===== src/rtl/fetch_sequencer.sv =====
// Instruction-fetch controller: owns the PC, muxes the loader onto the memory write port in IDLE
// and fills the IF/ID register in RUN/SQUASH. Optional HAZARD_NOP_EN adds automatic bubbles.
module fetch_sequencer #(
    parameter int unsigned       ADDR_W   = 10,
    parameter logic [ADDR_W-1:0] RESET_PC = '0
) (
    input  logic              clk,
    input  logic              rst_n,
    input  logic              load_valid,
    output logic              load_ready,
    input  logic [ADDR_W-1:0] load_addr,
    input  logic [31:0]       load_data,
    input  logic              run,
    input  logic              halt,
    input  logic              stall,
    input  logic              redirect_valid,
    input  logic [31:0]       redirect_pc,
    output logic [31:0]       imem_pc,
    input  logic [31:0]       imem_ir,
    output logic              imem_we,
    output logic [ADDR_W-1:0] imem_waddr,
    output logic [31:0]       imem_wdata,
    output logic [31:0]       if_pc,
    output logic [31:0]       if_ir,
    output logic              if_valid,
    output logic              busy
);

    typedef enum logic [1:0] {
        ST_IDLE,
        ST_RUN,
        ST_SQUASH
    } state_t;

    state_t            state_q, state_d;
    logic [ADDR_W-1:0] pc_q, pc_d;
    logic [31:0]       if_pc_q, if_pc_d;
    logic [31:0]       if_ir_q, if_ir_d;
    logic              if_valid_q, if_valid_d;
`ifdef HAZARD_NOP_EN
    logic              bubble_q, bubble_d;
`endif

    logic unused_redirect_hi;
    assign unused_redirect_hi = ^redirect_pc[31:ADDR_W];

    always_comb begin
        state_d    = state_q;
        pc_d       = pc_q;
        if_pc_d    = if_pc_q;
        if_ir_d    = if_ir_q;
        if_valid_d = if_valid_q;
        load_ready = 1'b0;
        imem_we    = 1'b0;
        imem_waddr = load_addr;
        imem_wdata = load_data;
`ifdef HAZARD_NOP_EN
        bubble_d   = bubble_q;
`endif
        case (state_q)
            ST_IDLE: begin
                load_ready = 1'b1;
                imem_we    = load_valid;
                if_ir_d    = '0;
                if_valid_d = 1'b0;
                // A pending loader write takes the cycle; run is dropped, not queued.
                if (run && !load_valid) begin
                    state_d = ST_RUN;
                    pc_d    = RESET_PC;
                end
            end
            ST_RUN, ST_SQUASH: begin
                if (halt) begin
                    state_d    = ST_IDLE;
                    if_ir_d    = '0;
                    if_valid_d = 1'b0;
`ifdef HAZARD_NOP_EN
                    bubble_d   = 1'b0;
`endif
                end else if (redirect_valid) begin
                    state_d    = ST_SQUASH;
                    pc_d       = redirect_pc[ADDR_W-1:0];
                    if_ir_d    = '0;
                    if_valid_d = 1'b0;
`ifdef HAZARD_NOP_EN
                    bubble_d   = 1'b0;
`endif
                end else if (!stall) begin
                    state_d = ST_RUN;
`ifdef HAZARD_NOP_EN
                    if (bubble_q) begin
                        if_ir_d    = '0;
                        if_valid_d = 1'b0;
                        bubble_d   = 1'b0;
                    end else begin
                        if_ir_d    = imem_ir;
                        if_pc_d    = imem_pc;
                        if_valid_d = 1'b1;
                        pc_d       = pc_q + 1'b1;
                        bubble_d   = |imem_ir[31:25];
                    end
`else
                    if_ir_d    = imem_ir;
                    if_pc_d    = imem_pc;
                    if_valid_d = 1'b1;
                    pc_d       = pc_q + 1'b1;
`endif
                end
            end
            default: state_d = ST_IDLE;
        endcase
    end

    always_ff @(posedge clk) begin
        if (!rst_n) begin
            state_q    <= ST_IDLE;
            pc_q       <= RESET_PC;
            if_pc_q    <= '0;
            if_ir_q    <= '0;
            if_valid_q <= 1'b0;
`ifdef HAZARD_NOP_EN
            bubble_q   <= 1'b0;
`endif
        end else begin
            state_q    <= state_d;
            pc_q       <= pc_d;
            if_pc_q    <= if_pc_d;
            if_ir_q    <= if_ir_d;
            if_valid_q <= if_valid_d;
`ifdef HAZARD_NOP_EN
            bubble_q   <= bubble_d;
`endif
        end
    end

    assign imem_pc  = {{(32-ADDR_W){1'b0}}, pc_q};
    assign if_pc    = if_pc_q;
    assign if_ir    = if_ir_q;
    assign if_valid = if_valid_q;
    assign busy     = (state_q != ST_IDLE);

endmodule

===== config.mk =====
export PLATFORM = sky130hd
export DESIGN_NAME = fetch_sequencer
export DESIGN_NICKNAME = d
export VERILOG_FILES = /design/src/rtl/fetch_sequencer.sv
export SDC_FILE = /design/constraint.sdc
export NUM_CORES = 1
export LEC_CHECK = 0
export ABC_AREA = 0
export CAP_MARGIN = 20
export CELL_PAD_IN_SITES_DETAIL_PLACEMENT = 1
export CELL_PAD_IN_SITES_GLOBAL_PLACEMENT = 1
export CORE_AREA = 2 2 130 132
export CTS_CLUSTER_DIAMETER = 200
export CTS_CLUSTER_SIZE = 8
export DETAILED_ROUTE_END_ITERATION = 12
export DIE_AREA = 0 0 132 134
export GPL_ROUTABILITY_DRIVEN = 0
export HOLD_SLACK_MARGIN = 0.12
export PLACE_DENSITY = 0.74
export SETUP_SLACK_MARGIN = 0.5
export SLEW_MARGIN = 20
export SYNTH_ARGS = -nofsm -noshare
export SYNTH_HDL_FRONTEND = slang
export SYNTH_SLANG_ARGS = --single-unit
export TNS_END_PERCENT = 20

===== constraint.sdc =====
create_clock -name clk -period 1.85 [get_ports clk]
set_clock_uncertainty 0.05 [all_clocks]
set_input_delay 0.37 -clock clk [delete_from_list [all_inputs] [get_ports clk]]
set_output_delay 0.37 -clock clk [all_outputs]
set_load 0.01 [all_outputs]

# After elaboration in Yosys (flattened, before gate mapping)
# Index checks and enable logic that the tools add are counted.
# classes
add_sub_neg	1
n_eq_ne	6
mux	20
n_bitwise	3
reduce_logical	10
# ops
cell	count
32-bit 2-to-1 mux	3
32-bit one-hot mux with 2 select lines	1
10-bit 2-to-1 mux	4
10-bit one-hot mux with 2 select lines	1
10-bit by 1-bit adder with 10-bit output (second input constant)	1
2-bit 2-to-1 mux	4
4-bit AND reduction	2
1-bit 2-to-1 mux	5
2-bit != test (second input constant)	2
4-bit != test (second input constant)	1
2-bit one-hot mux with 2 select lines	1
2-bit AND reduction	2
2-bit nonzero test	2
3-bit != test (second input constant)	1
1-bit inverter	3
2-bit by 1-bit == test with 1-bit output (second input constant)	1
2-bit == test (second input constant)	1
2-bit zero test	1
1-bit one-hot mux with 2 select lines	1
2-bit OR reduction	1
1-bit logical AND	1
1-bit zero test	1
# totals
ff_bits	55
inputBits	113
output_inout_bits	142
word_cells	45

# Depth between registers and ports, before layout
# depth
depth_word	5
depth_mapped	7
depth_no_buf	6

# Worst setup path before layout
# Ideal clock, no wire load.
# synth_path
path_type	flip-flop to flip-flop
startpoint	reg state_q[0]
endpoint	reg if_ir_q[25] (netlist: if_ir[25])
arrival_time_ns	1.640
t_required_ns	1.734
setup_slack_ns	0.095
path_stages_with_launch	8
synth_period_minus_slack_ns	1.755
path_cell_list	dfxtp_1 -> inv_1 -> ha_1 -> or4b_4 -> nor2_8 -> buf_12 -> a22oi_2 -> nor2_2
# synth_between
elab_chain_len	4
word_cells_on_any_way	8
classes_between	3 x eq/ne; 1 x mux; 4 x reduce/logical
# synth_lines
item	line	text
start: declaration	35	state_t state_q, state_d;
start signal: assignment	125	state_q <= state_d;
2-bit by 1-bit == test with 1-bit output / 2-bit == test (equally long branches)	60	case (state_q)
2-bit OR reduction	60	
4-bit != test (no line) / 2-bit nonzero test (equally long branches)	--	
2-bit AND reduction (no line)	--	
end signal: assignment	128	if_ir_q <= if_ir_d;
end: declaration	38	logic [31:0] if_ir_q, if_ir_d;
# Parallel ways exist; a longest one is shown, timed or not.
# A chain may end at the register's enable or synchronous reset.

# Final worst setup path
# layout_path
startpoint	reg state_q[0]
endpoint	reg if_ir_q[6] (netlist: if_ir[6])
# The elaborated chain is that of the path after synthesis.

==> impl_metrics.tcl <==
set metrics [dict create \
    clockBufferDepth 2 \
    die_area_sq_um 17700 \
    clk_latency_ps 310 \
    critPathArrivalTime_ps 1990 \
    diodes 0 \
    crit_cells 7 \
    ir_worst_vdd_uv 318 \
    worstPathMaxFanout 16 \
    leakage_nw 2.51 \
    routed_via_density 4.08 \
    post-route-util 0.287 \
    cts_tree "yes" \
    synth_area_sq_um 3220 \
    grt_pass1_vias 2801 \
    core_area_sq_um 16300 \
    cp_data_required_time_ps 2050 \
    slew_violations 0 \
    yosys_most_used_dff "dfxtp_1" \
    io_pins 255 \
    overflow 0 \
    netlist_instances 351 \
    rsz0062_at_grt "yes" \
    place_area_sq_um 4200 \
    final-setup-viol-count 0 \
    wl_um 9470 \
    design_area_sq_um 4680 \
    fp.dieW_um 132 \
    avgSynthCellArea_sq_um 9.18 \
    vias 2696 \
    ys_types 47 \
    finalSetupTns_ps 0 \
    htreeDepth 2 \
    cp_slowest_cell "or4b_4" \
    first_iter_violations 41 \
    ant_nets 0 \
    ys_seq_elements 55 \
    synth_edf_count 0 \
    nets 555 \
    io_buffer_count 104 \
    wl_per_cell_um 14.3 \
    clkSlewWorstSetupHoldPaths_ps 80 \
    initial_core_util 0.198 \
    finalHoldViolations 0 \
    synth_area_leaders "dfxtp_1 34%, buf_4 21%, a22oi_2 11%" \
    cts_made_buffers 5 \
    die_y_um 134 \
    run_status "completed" \
    route.detailed.drc 0 \
    worstSetupEndpointType "flip-flop" \
    yosysSeqAreaShare 0.342 \
    track_usage 0.104 \
    crit_buf_inv 2 \
    cts_root_buffer "clkbuf_16" \
    crit_family "simple AND/OR/NAND/NOR gates" \
    grt_max_degree 25 \
    max_stage_delay_ps 510 \
    ys_warn_count 0 \
    synth-async-reset-ratio 0 \
    drtPass1Iterations 4 \
    yosys.area.top_type "dfxtp_1" \
    crit_path_start_kind "flip-flop" \
    layout-drive-gt1-share 0.330 \
    worst_r2r_path_depth 7 \
    path_cells "inv_2 -> ha_4 -> or4b_4 -> nor2_8 -> buf_12 -> a22oi_1 -> nor2_1" \
    grt_pass1_wl_um 14700 \
    fp-row-count 47 \
    hp-class "flip-flop to flip-flop" \
    crit_type "flip-flop to flip-flop" \
    hold_depth 2 \
    clock-sinks 55 \
    synth_top_area_frac 0.342 \
    cap_violations 0 \
    powerDensity_nw_per_um2 631 \
    period_share 0.970 \
    dpl.hpwl_um 7180 \
    fmax_mhz 557 \
    syn_to_final_growth_pct 45.3 \
    min_period_ps 1800 \
    antenna_found_initial 0 \
]
==> area by class of cell <==
type / count / area, sq um
fillers: 1885 / 11600
multi-input cells: 228 / 1580
repair buffers: 141 / 1500
flip-flops and latches: 55 / 1120
well taps: 220 / 275
clock buffers: 5 / 125
clock inverters: 3 / 47.5
inverters: 8 / 35.0
==> cell usage in the layout, fill, tap and decap left out, types with 4 or more instances in the layout <==
cell type,n
o21ai_1,4
a22oi_2,31
dfxtp_2,4
buf_4,28
nor2_2,29
nand2_1,28
buf_12,4
clkbuf_16,5
dfxtp_1,47
o211ai_1,7
dfxtp_4,4
nor2_1,6
conb_1,44
clkdlybuf4s50_1,46
buf_6,8
a21oi_1,19
dlymetal6s2s_1,50
nand3_1,5
inv_2,4
==> registers in the layout (all words and copies together) (netlist names) <==
signal    count
if_ir        32
if_pc        10
if_valid      1
pc_q         10
state_q       2
==> synth_stat cells, drive strengths merged, types with 3 or more instances <==
master and n:
buf 96, dfxtp 55, nor2 36, a22oi 33, nand2 28, a21oi 20
inv 8, o21ai 8, clkbuf 7, o211ai 7, nand2b 5, nand3 5
ha 3, nand4 3, nor2b 3, nor4 3, o2111ai 3
==> report_power, final <==
part | switching (mW) | total (mW) | leakage [nW] | internal (mW)
Clock | 0.475 | 1.12 | 0.0844 | 0.647
Combinational | 0.311 | 0.621 | 1.98 | 0.310
Sequential | 0.0140 | 1.21 | 0.448 | 1.19
==> worst reg2reg max path: cells and delay by family (launching register included) <==
kind / cells / cell delay, ps
and+or+nand+nor: 3 / 750
buffers and inverters: 2 / 220
adders and majority gates: 1 / 270
AOI/OAI and AO/OA: 1 / 100
DFF: 1 / 340
==> per-stage QoR <==
stage / hold slack [ps] / instances / setup slack, ps / power [mW]
2_1_floorplan: 398 / 394 / 133 / 1.65
3_3_place_gp: 400 / 644 / -313 / 1.75
3_5_place_dp: 401 / 644 / -330 / 1.76
4_1_cts: 412 / 660 / 20.0 / 2.97
5_1_grt: 436 / 660 / -24.5 / 3.11
6_report: 407 / 660 / 54.7 / 2.95
==> metal layers <==
metal	global-route usage	wire, um
met4	0.0223	105
met3	0.0510	931
met1	0.110	3520
met5	0	0
met2	0.188	4910
==> kinds of logic after synthesis <==
family	Yosys count	share of synthesized area
XOR/XNOR	1	0.00272
other	1	0.00116
AND/OR/NAND/NOR	94	0.161
buffers and inverters	111	0.251
AO/OA/AOI/OAI	84	0.224
flip-flops	55	0.342
adder cells (fa/ha/maj)	3	0.0117
multiplexers	2	0.00622
==> final timing paths <==
path,from,to,slack (ps)
min,if_pc[1]$_SDFFE_PN0P_,if_pc[1]$_SDFFE_PN0P_,410
min reg2reg,if_pc[1]$_SDFFE_PN0P_,if_pc[1]$_SDFFE_PN0P_,410
max reg2reg,state_q[0]$_SDFFE_PN0P_,if_ir[6]$_SDFFE_PN0P_,50
max,state_q[0]$_SDFFE_PN0P_,if_ir[6]$_SDFFE_PN0P_,50
==> timing repair <==
action,CTS,global route
hold buffers,0,0
gates resized for setup,38,82
endpoints found under the setup margin,111,110
setup buffers,8,0
cloned,0,0
pin swaps,4,16
No activity file was read; power rests on OpenSTA's default activity.
